==> config.mk <==
export PLATFORM = sky130hd
export DESIGN_NAME = pipeline_scoreboard
export DESIGN_NICKNAME = d
export VERILOG_FILES = /design/src/rtl/pipeline_scoreboard_pkg.sv /design/src/rtl/pipeline_scoreboard_match.sv /design/src/rtl/pipeline_scoreboard.sv
export SDC_FILE = /design/constraint.sdc
export NUM_CORES = 1
export LEC_CHECK = 0
export BUFFER_PORTS_ARGS = -buffer_cell sky130_fd_sc_hd__buf_2
export CORE_MARGIN = 2
export CORE_UTILIZATION = 45
export DETAILED_ROUTE_END_ITERATION = 16
export PLACE_DENSITY = 0.69
export SLEW_MARGIN = 20
export SYNTH_ARGS = -nofsm -noshare
export SYNTH_HDL_FRONTEND = slang
export SYNTH_HIERARCHICAL = 1
export SYNTH_SLANG_ARGS = --single-unit
==> constraint.sdc <==
create_clock -name CLK -period 4.1 [get_ports CLK]
set_input_delay 0.615 -clock CLK [delete_from_list [all_inputs] [get_ports CLK]]
set_output_delay 0.615 -clock CLK [all_outputs]
set_load 0.05 [all_outputs]
==> src/rtl/pipeline_scoreboard_pkg.sv <==
// Shared types and constants for the pipeline hazard/forwarding scoreboard.
// The entry fields are sized for the widest supported core (8-bit register index, 4-bit availability).
package pipeline_scoreboard_pkg;

    localparam int SB_WSEL_W  = 8;
    localparam int SB_AVAIL_W = 4;

    localparam logic [SB_AVAIL_W-1:0] AVAIL_ALU  = 4'd1;
    localparam logic [SB_AVAIL_W-1:0] AVAIL_LOAD = 4'd2;

    typedef struct packed {
        logic                  valid;
        logic [SB_WSEL_W-1:0]  wsel;
        logic [SB_AVAIL_W-1:0] avail;
    } sb_entry_t;

    localparam sb_entry_t SB_ENTRY_EMPTY = '{valid: 1'b0, wsel: 8'd0, avail: 4'd0};

    // An availability of 0 is meaningless; it behaves like an ALU result.
    function automatic logic [SB_AVAIL_W-1:0] norm_avail(input logic [SB_AVAIL_W-1:0] a);
        return (a == 4'd0) ? AVAIL_ALU : a;
    endfunction

endpackage

==> src/rtl/pipeline_scoreboard_match.sv <==
// Youngest-match finder for one source operand against the forwardable stages.
// The writeback stage is not passed in: it reaches the operand through the register file bypass.
module scoreboard_match
    import pipeline_scoreboard_pkg::*;
#(
    parameter int STAGES  = 3,
    parameter int REGBITS = 5,
    parameter int SELW    = $clog2(STAGES)
) (
    input  sb_entry_t          entries [STAGES-1],
    input  logic [REGBITS-1:0] rsel,
    input  logic               used,
    output logic               hit,
    output logic [SELW-1:0]    t,
    output logic               hazard
);

    logic [SB_AVAIL_W-1:0] tgt;
    logic [SB_AVAIL_W-1:0] win_avail;
    logic                  active;

    // Scan oldest to youngest so the lowest-numbered match is the one left standing.
    always_comb begin
        hit       = 1'b0;
        tgt       = 4'd0;
        win_avail = 4'd0;
        active    = used && (rsel != {REGBITS{1'b0}});
        for (int j = STAGES - 2; j >= 0; j--) begin
            if (active && entries[j].valid && (entries[j].wsel == SB_WSEL_W'(rsel))) begin
                hit       = 1'b1;
                tgt       = SB_AVAIL_W'(j + 1);
                win_avail = entries[j].avail;
            end else begin
                hit       = hit;
            end
        end
        t      = SELW'(tgt);
        hazard = hit && (tgt < win_avail);
    end

endmodule

==> src/rtl/pipeline_scoreboard.sv <==
// Hazard/forwarding scoreboard between decode and the decode-to-execute latch.
// Tracks in-flight destinations, raises a combinational stall and registers per-operand forward selects.
module pipeline_scoreboard
    import pipeline_scoreboard_pkg::*;
#(
    parameter int STAGES  = 3,
    parameter int NSRC    = 2,
    parameter int REGBITS = 5,
    parameter int SELW    = $clog2(STAGES)
) (
    input  logic                        CLK,
    input  logic                        RST,
    input  logic                        advance,
    input  logic                        flush,
    input  logic                        id_valid,
    input  logic                        id_reg_write,
    input  logic [REGBITS-1:0]          id_wsel,
    input  logic [NSRC*REGBITS-1:0]     id_rsel,
    input  logic [NSRC-1:0]             id_rsel_used,
    input  logic [SELW-1:0]             id_avail,
    output logic                        stall,
    output logic [NSRC*SELW-1:0]        fwd_sel,
    output logic [$clog2(STAGES+1)-1:0] occupancy
);

    localparam int OCCW = $clog2(STAGES + 1);

    sb_entry_t              ent_r    [STAGES];
    sb_entry_t              cmp_ents [STAGES-1];
    sb_entry_t              dec_ent_s;
    logic [NSRC-1:0]        hit_s;
    logic [NSRC-1:0]        hazard_s;
    logic [NSRC*SELW-1:0]   tgt_s;
    logic [NSRC*SELW-1:0]   fwd_next_s;
    logic [OCCW-1:0]        occ_next_s;
    logic                   bubble_s;

    // Only the stages that can still forward take part in matching.
    always_comb begin
        for (int k = 0; k < STAGES - 1; k++) begin
            cmp_ents[k] = ent_r[k];
        end
    end

    for (genvar i = 0; i < NSRC; i++) begin : g_match
        scoreboard_match #(
            .STAGES  (STAGES),
            .REGBITS (REGBITS),
            .SELW    (SELW)
        ) u_match (
            .entries (cmp_ents),
            .rsel    (id_rsel[i*REGBITS +: REGBITS]),
            .used    (id_rsel_used[i]),
            .hit     (hit_s[i]),
            .t       (tgt_s[i*SELW +: SELW]),
            .hazard  (hazard_s[i])
        );
    end

    // Flush overrides stall; any non-issuing cycle becomes a bubble in EX.
    always_comb begin
        stall           = id_valid & ~flush & (|hazard_s);
        bubble_s        = stall | flush | ~id_valid;
        dec_ent_s.valid = ~bubble_s & id_reg_write & (id_wsel != {REGBITS{1'b0}});
        dec_ent_s.wsel  = SB_WSEL_W'(id_wsel);
        dec_ent_s.avail = norm_avail(SB_AVAIL_W'(id_avail));
        for (int i = 0; i < NSRC; i++) begin
            if (bubble_s || !hit_s[i]) begin
                fwd_next_s[i*SELW +: SELW] = {SELW{1'b0}};
            end else begin
                fwd_next_s[i*SELW +: SELW] = tgt_s[i*SELW +: SELW];
            end
        end
        occ_next_s = {{(OCCW-1){1'b0}}, dec_ent_s.valid};
        for (int k = 0; k < STAGES - 1; k++) begin
            occ_next_s = occ_next_s + {{(OCCW-1){1'b0}}, ent_r[k].valid};
        end
    end

    // Entry shift register and registered outputs; everything freezes while advance is low.
    always_ff @(posedge CLK or posedge RST) begin
        if (RST) begin
            for (int k = 0; k < STAGES; k++) begin
                ent_r[k] <= SB_ENTRY_EMPTY;
            end
            fwd_sel   <= {(NSRC*SELW){1'b0}};
            occupancy <= {OCCW{1'b0}};
        end else if (advance) begin
            ent_r[0] <= dec_ent_s;
            for (int k = 1; k < STAGES; k++) begin
                ent_r[k] <= ent_r[k-1];
            end
            fwd_sel   <= fwd_next_s;
            occupancy <= occ_next_s;
        end
    end

endmodule
==> results of run 1 <==
[kinds of logic (layout without fill, tap and decap cells)]
logic type	Yosys count	count (layout)	synth area share
and+or+nand+nor	39	39	0.1650
DFF	22	22	0.4033
xor gates and xnor gates	20	20	0.1283
muxes	19	19	0.1576
AOI/OAI and AO/OA	16	16	0.07792
buffers and inverters	11	43	0.03208
adders and majority gates	3	3	0.03299
other	1	20	0.002747
[registers in the layout, summed over array words and instances (netlist names)]
signal and flops:
cmp_ents 16, fwd_sel 4, occupancy 2
[layout make-up]
class | instances | area (sq um)
sequential | 22 | 550.5
clock buffer | 3 | 22.52
inverter | 8 | 30.03
timing repair buffer | 32 | 162.7
fill | 255 | 1176
tap | 31 | 38.79
multi-input combinational | 117 | 848.3
[cells in the final DEF, fill, tap and decap left out, drive strengths merged, types with 3 or more instances in the layout]
| cell type | synthesis | final |
|---|---|---|
| buf | 2 | 32 |
| clkbuf | 1 | 3 |
| conb | 1 | 20 |
| dfrtp | 22 | 22 |
| inv | 8 | 8 |
| mux2 | 17 | 17 |
| nand2 | 10 | 10 |
| nand4 | 4 | 4 |
| nor2 | 6 | 6 |
| nor3 | 4 | 4 |
| nor4b | 5 | 5 |
| o21ai | 4 | 4 |
| o22ai | 4 | 4 |
| or3 | 3 | 3 |
| xnor2 | 20 | 20 |
[worst max-delay path, stage by stage]
cell                        delay [ns]
sky130_fd_sc_hd__buf_2            0.12
sky130_fd_sc_hd__or4_1            0.51
sky130_fd_sc_hd__o21ai_1          0.24
sky130_fd_sc_hd__nor3_2           0.12
sky130_fd_sc_hd__mux2i_1          0.14
sky130_fd_sc_hd__ha_1             0.31
sky130_fd_sc_hd__a21oi_1          0.08
sky130_fd_sc_hd__o32ai_1          0.23
sky130_fd_sc_hd__o2bb2ai_1        0.15
sky130_fd_sc_hd__nor4b_1          0.31
sky130_fd_sc_hd__buf_4            0.19
sky130_fd_sc_hd__o311a_1          0.22
sky130_fd_sc_hd__fa_1             0.43
sky130_fd_sc_hd__mux2_2           0.27
[layer usage]
metal,vias to the layer above,GRT usage,wire [microns]
met5,-,0,0
met3,8,0.03930,144
met1,541,0.2210,1267
met2,28,0.3667,1583
li1,550,-,-
met4,0,0.09091,71
[per-stage QoR]
stage	instances	hold WS, ns
finish	213	0.4516
global route	213	0.4776
CTS	213	0.4836
detailed placement	210	0.4903
global placement	210	0.4895
floorplan	150	0.4805
[report_power, final]
part / internal (W) / switching, W / total, W
combinational: 0.0000569 / 0.0000561 / 0.000113
sequential: 0.000237 / 0.0000223 / 0.000260
clock: 0.0000343 / 0.0000653 / 0.0000996
[worst paths after layout]
check	start	endpoint	cells past startpoint
worst max-delay path	id_rsel[0]	occupancy[0]	14
worst min-delay path	RST	cmp_ents[6]	2
worst max register to register	cmp_ents[12]	occupancy[0]	13
worst min register to register	occupancy[1]	occupancy[1]	1
max in group asynchronous	RST	cmp_ents[0]	2
min in group CLK	id_avail[1]	cmp_ents[13]	2
==> out/metrics.csv, run 1 <==
metric,value,unit
Die Ht,59.08,microns
portion of synthesized cell area occupied by the leading cell type,0.4033,
skew final,0.006726,ns
"buffers from clock root to sink, at most",2,
number of pins exceeding their max-slew limit in the final report,0,
wire length per cell after detailed routing,14.39,microns
detailed-route vias per instance,5.291,
standard-cell row count,19,
top cells by area in the synthesized netlist,"sky130_fd_sc_hd__dfrtp_1 (40%), sky130_fd_sc_hd__mux2_2 (13%), sky130_fd_sc_hd__xnor2_1 (13%)",
root buf cell,sky130_fd_sc_hd__clkbuf_4,
max-slew headroom at the worst pin,0.4416,
effective utilization at floorplan,0.4825,
Post-CTS Resized,0,
cell count after synthesis,131,
setup repair after global routing missed its margin,false,
CTS hold repair buffers,0,
syn avg cell area,10.42,sq um
clock buffer count from CTS,3,
count of flip-flops with a built-in enable after synthesis,0,
total global routing track utilization,0.2001,
largest net degree at the start of global routing,28,
Max Clk Rate,267.2,MHz
share of final-layout standard cells stronger than drive strength 1,0.3132,
run status,finished clean,
most instantiated library cell after synthesis,sky130_fd_sc_hd__dfrtp_1,
worst path setup slack after routing,0.3574,ns
worst reg2reg setup slack,0.41,ns
required time at the endpoint of the critical path,4.30,ns
dominant register cell in the synthesized netlist,sky130_fd_sc_hd__dfrtp_1,
Async SR Flop Fraction,1.000,
post-CTS clock slew at the launch and capture registers of the worst setup and hold paths,0.12,ns
worst slack at placement,0.007989,ns
top cells by instance count after synthesis,"sky130_fd_sc_hd__dfrtp_1 (22), sky130_fd_sc_hd__xnor2_1 (20), sky130_fd_sc_hd__mux2_2 (16), sky130_fd_sc_hd__nand2_1 (10), sky130_fd_sc_hd__inv_1 (8)",
IO Port Bufs,31,
HPWL reported at the end of detailed placement,2.476,mm
die area,0.003490,sq mm
kind of launch point of the worst setup path,input pin,
first-pass GRT wire length,5.250,mm
Leak Pwr,0.7164,nW
number of top-level pins,32,
hold crit path type,in -> async,
sinks on the clock net,22,
Clock H-tree levels,1,
diode insertion count for antenna repair,0,
number of antenna violations at the first check in global routing,0,
largest area contributor in the netlist,sky130_fd_sc_hd__dfrtp_1,
wire length after detailed routing,3.066,mm
transition time at the pin with the least slew margin,0.8367,ns
# Max-Cap Violations,0,
via count of the routed design,1127,
cell area power density,285.8,mW/mm^2
clock network latency to the later pin of the worst-skew pair,0.31,ns
core outline area,0.002829,sq mm
Crit path arrival time,3.94,ns
number of nets in the layout,212,
largest fanout on the critical path,5,
Peak supply drop,0.0002044,V
Synth cell types,31,
number of synthesized register bits,22,
Post-DP Area,0.001624,sq mm
routability cong.,0.8234,
final design instance area without fill,0.001653,sq mm
final-report setup violation count,0,
Die Span X,59.08,microns
# Post-CTS Setup Buffers,0,
drt pass-1 iters,4,
share of the core filled with cells,0.5843,
via count of the first global-routing pass,1226,
overall power after layout,0.0004724,W
yosys warns,6,
clock tree from TritonCTS,done,
worst setup path category,in -> reg,
First DRT Iteration DRCs,10,
grt total ovfl,0,
"Period Utilization, post-route",0.9128,
area grow syn2layout,21.08,%
area of the mapped netlist,0.001365,sq mm
element type at the critical path end,flip-flop,
final setup TNS,0,ns
final routed DRC violation total,0,
sequential fraction of the synthesis area,0.4033,
Detail Route Antenna Nets,0,
final critical-path required period,3.743,ns
"Hold Vio Cnt, Final",0,
No activity file was read; power rests on OpenSTA's default activity.
==> run 2: changes to the inputs <==
--- a/config.mk
+++ b/config.mk
@@ -6,6 +6,7 @@
 export NUM_CORES = 1
 export LEC_CHECK = 0
 export BUFFER_PORTS_ARGS = -buffer_cell sky130_fd_sc_hd__buf_2
+export CAP_MARGIN = 15
 export CORE_MARGIN = 2
 export CORE_UTILIZATION = 45
 export DETAILED_ROUTE_END_ITERATION = 16
==> constraint.sdc (replaced) <==
create_clock -name CLK -period 4.1 [get_ports CLK]
set_input_delay 0 -clock CLK [delete_from_list [all_inputs] [get_ports CLK]]
set_output_delay 0 -clock CLK [all_outputs]
set_load 0.05 [all_outputs]
==> out/metrics.csv, run 2 (synthesized netlist as in run 1, its figures left out) <==
metric,value,unit,change
run status,finished clean,,
number of top-level pins,32,,unchanged
"leading cell type in the layout, fill and taps excluded",sky130_fd_sc_hd__buf_2,,
die area,0.003490,sq mm,unchanged
clock tree from TritonCTS,done,,
grt total ovfl,0,,unchanged
setup repair after global routing missed its margin,false,,
cell area power density,277.3,mW/mm^2,-3.0%
worst setup path category,reg -> reg,,
First DRT Iteration DRCs,18,,+8
share of the core filled with cells,0.6099,,+0.02565
Die Ht,59.08,microns,unchanged
hold crit path type,in -> reg,,
Peak supply drop,0.0001802,V,-12%
total global routing track utilization,0.2034,,+0.003298
wire length after detailed routing,3.175,mm,+3.6%
final critical-path required period,3.709,ns,-0.03390 ns
routability cong.,0.8710,,+5.8%
final routed DRC violation total,0,,unchanged
max-slew headroom at the worst pin,0.4149,,-0.02663
standard-cell row count,19,,unchanged
clock network latency to the later pin of the worst-skew pair,0.31,ns,about the same
via count of the first global-routing pass,1197,,-2.4%
skew final,0.002290,ns,-0.004437 ns
number of filler instances in the final layout,246,,-3.5%
kind of launch point of the worst setup path,flip-flop,,
"Period Utilization, post-route",0.9046,,-0.008269
largest fanout on the critical path,5,,unchanged
diode insertion count for antenna repair,0,,unchanged
required time at the endpoint of the critical path,4.31,ns,about the same
final setup TNS,0,ns,unchanged
root buf cell,sky130_fd_sc_hd__clkbuf_4,,
Die Span X,59.08,microns,unchanged
area grow syn2layout,26.40,%,
clock buffer count from CTS,3,,unchanged
"Hold Vio Cnt, Final",0,,unchanged
number of nets in the layout,219,,+3.3%
number of antenna violations at the first check in global routing,0,,unchanged
detailed-route vias per instance,5.173,,-2.2%
share of final-layout standard cells stronger than drive strength 1,0.2963,,-0.01689
"buffers from clock root to sink, at most",2,,unchanged
effective utilization at floorplan,0.4825,,unchanged
drt pass-1 iters,4,,unchanged
largest net degree at the start of global routing,28,,unchanged
number of pins exceeding their max-slew limit in the final report,0,,unchanged
Detail Route Antenna Nets,0,,unchanged
transition time at the pin with the least slew margin,0.8766,ns,+0.03990 ns
element type at the critical path end,flip-flop,,
# Max-Cap Violations,0,,unchanged
core outline area,0.002829,sq mm,unchanged
# Post-CTS Setup Buffers,0,,unchanged
wire length per cell after detailed routing,14.43,microns,+0.26%
first-pass GRT wire length,5.340,mm,+1.7%
most used cells in the layout excluding fill and tap cells,"sky130_fd_sc_hd__buf_2 (31), sky130_fd_sc_hd__dfrtp_1 (22), sky130_fd_sc_hd__xnor2_1 (20), sky130_fd_sc_hd__conb_1 (20), sky130_fd_sc_hd__mux2_2 (16)",,
via count of the routed design,1138,,+0.98%
sinks on the clock net,22,,unchanged
final-report setup violation count,0,,unchanged
HPWL reported at the end of detailed placement,2.451,mm,-1.0%
post-CTS clock slew at the launch and capture registers of the worst setup and hold paths,0.12,ns,about the same
Max Clk Rate,269.6,MHz,+0.91%
IO Port Bufs,31,,unchanged
Leak Pwr,0.7447,nW,+3.9%
Crit path arrival time,3.92,ns,-0.02 ns
Largest register FFs,16,,unchanged
Clock H-tree levels,1,,unchanged
-- run 2: report_power, final --
| part | switching [W] | leakage, nW | total, W | internal [W] |
|---|---|---|---|---|
| sequential | 0.0000220 | 0.270 | 0.000259 | 0.000237 |
| clock | 0.0000651 | 0.0138 | 0.0000994 | 0.0000343 |
| combinational | 0.0000580 | 0.461 | 0.000120 | 0.0000615 |
-- run 2: layout make-up --
type / instances / area [sq um] / share of cell area
inverters: 8 / 30.03 / 0.01740
clock buffers: 3 / 22.52 / 0.01305
multi-input cells: 117 / 848.3 / 0.4917
flip-flops and latches: 22 / 550.5 / 0.3191
repair buffers: 39 / 235.2 / 0.1363
well taps: 31 / 38.79 / 0.02248
-- run 2: path summary, 6_finish.rpt --
check	startpoint	to	cells after the start	slack, ns
worst max-delay path	cmp_ents[25]	occupancy[0]	12	0.39
max in group asynchronous	RST	fwd_sel[3]	3	3.16
worst max register to register	cmp_ents[25]	occupancy[0]	12	0.39
worst min register to register	occupancy[1]	occupancy[1]	1	0.53
worst min-delay path	flush	fwd_sel[0]	4	0.06
min in group asynchronous	RST	cmp_ents[5]	3	0.41
-- run 2: timing repair --
action | in CTS | in global routing
resized for setup | 0 | 1
endpoints found under the setup margin | 0 | 1
hold endpoints to repair | 29 | 0
hold buffers | 8 | 0
-- run 2: routing by layer --
layer | up-vias | global-route usage | share of wire
met5 | - | 0 | 0
li1 | 563 | - | -
met2 | 27 | 0.3619 | 0.51
met3 | 4 | 0.02183 | 0.031
met4 | 0 | 0.08117 | 0.016
met1 | 544 | 0.2500 | 0.44
-- run 2: stage by stage --
step	setup slack, ns	hold WS (ns)	cells	instance area, sq um	power [W]
after floorplan	0.8205	-0.01077	150	1436	0.0003399
after global placement	0.5220	0.1988	209	1617	0.0003727
after detailed placement	0.2017	0.2066	209	1617	0.0003766
after CTS	0.1995	0.06356	220	1719	0.0004810
after global routing	0.04514	0.06944	220	1725	0.0005021
final	0.3913	0.06110	220	1725	0.0004784
-- run 2: worst max-delay path, cell delays in order, from the launching register on --
cell                        delay [ns]
sky130_fd_sc_hd__dfrtp_1          0.46
sky130_fd_sc_hd__nor4b_1          0.33
sky130_fd_sc_hd__nand4_1          0.24
sky130_fd_sc_hd__nor3_2           0.32
sky130_fd_sc_hd__mux2i_1          0.13
sky130_fd_sc_hd__ha_1             0.31
sky130_fd_sc_hd__a21oi_1          0.07
sky130_fd_sc_hd__o32ai_1          0.23
sky130_fd_sc_hd__o2bb2ai_1        0.16
sky130_fd_sc_hd__nor4b_2          0.40
sky130_fd_sc_hd__o311a_1          0.29
sky130_fd_sc_hd__fa_1             0.42
sky130_fd_sc_hd__mux2_2           0.27
==> run 3: changes to the inputs <==
--- a/config.mk
+++ b/config.mk
@@ -11,6 +11,7 @@
 export CORE_UTILIZATION = 45
 export DETAILED_ROUTE_END_ITERATION = 16
 export PLACE_DENSITY = 0.69
+export REMOVE_ABC_BUFFERS = 1
 export SLEW_MARGIN = 20
 export SYNTH_ARGS = -nofsm -noshare
 export SYNTH_HDL_FRONTEND = slang
==> out/metrics.csv, run 3 (synthesized netlist as in run 1, its figures left out) <==
metric,value,unit,change
"Period Utilization, post-route",0.9440,,+0.03945
Post-DP Area,0.001617,sq mm,unchanged
Post-CTS Resized,0,,unchanged
grt total ovfl,0,,unchanged
Hold Crit Start,flush,,
"Hold Vio Cnt, Final",0,,unchanged
First DRT Iteration DRCs,28,,+10
detailed-route vias per instance,5.245,,+1.4%
cell area power density,275.8,mW/mm^2,-0.52%
core outline area,0.002829,sq mm,unchanged
transition time at the pin with the least slew margin,0.8219,ns,-0.05468 ns
worst path setup slack after routing,0.2296,ns,-0.1618 ns
end of the worst register-to-register path,occupancy[0],,
# Post-CTS Setup Buffers,0,,unchanged
Critical path buffers and inverters,0,,unchanged
final routed DRC violation total,0,,unchanged
routability cong.,0.8826,,+1.3%
sinks on the clock net,22,,unchanged
number of standard cells in the final layout excluding fillers,220,,unchanged
first-pass GRT wire length,4.988,mm,-6.6%
"buffers from clock root to sink, at most",2,,unchanged
critical path's slowest cell,sky130_fd_sc_hd__nor4b_1,,
number of antenna violations at the first check in global routing,0,,unchanged
# Max-Cap Violations,0,,unchanged
drt pass-1 iters,4,,unchanged
clock tree from TritonCTS,done,,
IO Port Bufs,31,,unchanged
clock network latency to the later pin of the worst-skew pair,0.30,ns,about the same
area grow syn2layout,25.94,%,
diode insertion count for antenna repair,0,,unchanged
hold crit path type,in -> reg,,
clock buffer count from CTS,3,,unchanged
wire length per cell after detailed routing,13.01,microns,-9.8%
Critical Path Start,cmp_ents[12],,
Leak Pwr,0.7426,nW,-0.28%
worst reg2reg setup slack,0.23,ns,-0.16 ns
cell depth of the worst flop-to-flop path,12,,unchanged
WHS Path Cells,4,,unchanged
Die Ht,59.08,microns,unchanged
Min-Delay Endpoint,fwd_sel[3],,
most used cells in the layout excluding fill and tap cells,"sky130_fd_sc_hd__buf_2 (31), sky130_fd_sc_hd__dfrtp_1 (22), sky130_fd_sc_hd__xnor2_1 (20), sky130_fd_sc_hd__conb_1 (20), sky130_fd_sc_hd__mux2_2 (16)",,
number of top-level pins,32,,unchanged
placed cell count,209,,unchanged
Peak supply drop,0.0002015,V,+12%
standard-cell row count,19,,unchanged
post-CTS clock slew at the launch and capture registers of the worst setup and hold paths,0.12,ns,about the same
die area,0.003490,sq mm,unchanged
final design instance area without fill,0.001719,sq mm,-0.36%
Detail Route Antenna Nets,0,,unchanged
max-slew headroom at the worst pin,0.4514,,+0.03649
final critical-path required period,3.870,ns,+0.1618 ns
effective utilization at floorplan,0.4825,,unchanged
wire length after detailed routing,2.863,mm,-9.8%
setup repair after global routing missed its margin,false,,
total global routing track utilization,0.1880,,-0.01540
number of nets in the layout,219,,unchanged
via count of the first global-routing pass,1183,,-1.2%
worst setup path category,reg -> reg,,
required time at the endpoint of the critical path,4.30,ns,about the same
kind of launch point of the worst setup path,flip-flop,,
number of pins exceeding their max-slew limit in the final report,0,,unchanged
ordered list of cells on the worst path,nor4b_1 > nand2_1 > or3_2 > nor2_1 > ha_1 > a21oi_1 > o32ai_1 > o2bb2ai_1 > nor4b_1 > o311a_1 > fa_1 > mux2_2,,
final setup TNS,0,ns,unchanged
"leading cell type in the layout, fill and taps excluded",sky130_fd_sc_hd__buf_2,,
element type at the critical path end,flip-flop,,
final-report setup violation count,0,,unchanged
HPWL reported at the end of detailed placement,2.213,mm,-9.7%
Clock H-tree levels,1,,unchanged
run status,finished clean,,
Die Span X,59.08,microns,unchanged
Largest register FFs,16,,unchanged
skew final,0.004353,ns,+0.002063 ns
Crit path arrival time,4.07,ns,+0.15 ns
crit-path leading delay family,simple AND/OR/NAND/NOR gates,,
root buf cell,sky130_fd_sc_hd__clkbuf_4,,
via count of the routed design,1154,,+1.4%
worst stage delay on the critical path,0.66,ns,+0.20 ns
source of the worst register-to-register timing path,cmp_ents[12],,
Max Clk Rate,258.4,MHz,-4.2%
overall power after layout,0.0004742,W,-0.88%
largest fanout on the critical path,4,,-1
largest net degree at the start of global routing,28,,unchanged
Most common cell on crit path,sky130_fd_sc_hd__nor4b_1,,
worst slack at placement,0.3001,ns,+0.09832 ns
share of final-layout standard cells stronger than drive strength 1,0.2910,,-0.005291
run 3: repair_timing:
item	4_1_cts	5_1_grt
hold buffers	8	0
endpoints found under the hold margin	29	0
endpoints found under the setup margin	0	0
run 3: power breakdown:
part | internal (W) | total [W] | leakage, nW | switching [W]
sequential | 0.000237 | 0.000261 | 0.270 | 0.0000237
clock | 0.0000343 | 0.0000966 | 0.0138 | 0.0000623
combinational | 0.0000611 | 0.000116 | 0.459 | 0.0000553
run 3: worst max path at each step:
| stage | end | cells past startpoint | slack [ns] |
|---|---|---|---|
| floorplan | occupancy[0] | 12 | 0.82 |
| global placement | occupancy[0] | 12 | 0.48 |
| detailed placement | occupancy[0] | 12 | 0.30 |
| CTS | occupancy[0] | 12 | 0.28 |
| global route | occupancy[0] | 12 | 0.02 |
| finish | occupancy[0] | 12 | 0.23 |
run 3: worst reg2reg max path, stage by stage, from the launching register on:
cell and delay [ns]:
sky130_fd_sc_hd__dfrtp_1 0.44, sky130_fd_sc_hd__nor4b_1 0.34, sky130_fd_sc_hd__nand2_1 0.08, sky130_fd_sc_hd__or3_2 0.45, sky130_fd_sc_hd__nor2_1 0.17, sky130_fd_sc_hd__ha_1 0.18, sky130_fd_sc_hd__a21oi_1 0.07, sky130_fd_sc_hd__o32ai_1 0.23
sky130_fd_sc_hd__o2bb2ai_1 0.14, sky130_fd_sc_hd__nor4b_1 0.66, sky130_fd_sc_hd__o311a_1 0.33, sky130_fd_sc_hd__fa_1 0.41, sky130_fd_sc_hd__mux2_2 0.27
run 3: area by class of cell:
cell class | count | area, sq um
well taps | 31 | 38.79
repair buffers | 39 | 235.2
multi-input cells | 117 | 842.1
inverters | 8 | 30.03
fillers | 241 | 1110
flip-flops and latches | 22 | 550.5
clock buffers | 3 | 22.52
run 3: layer usage:
metal | vias to the layer above | track usage | part of all wire
met3 | 6 | 0.02183 | 0.028
met2 | 23 | 0.3317 | 0.51
met5 | - | 0 | 0
met1 | 559 | 0.2271 | 0.44
met4 | 0 | 0.08766 | 0.018
li1 | 566 | - | -
run 3: per-stage QoR:
step,util,hold WS [ns]
floorplan,-,-0.01077
global placement,0.5714,0.1894
detailed placement,0.5714,0.2101
CTS,0.6077,0.04371
global route,0.6077,0.08196
finish,0.6077,0.07151
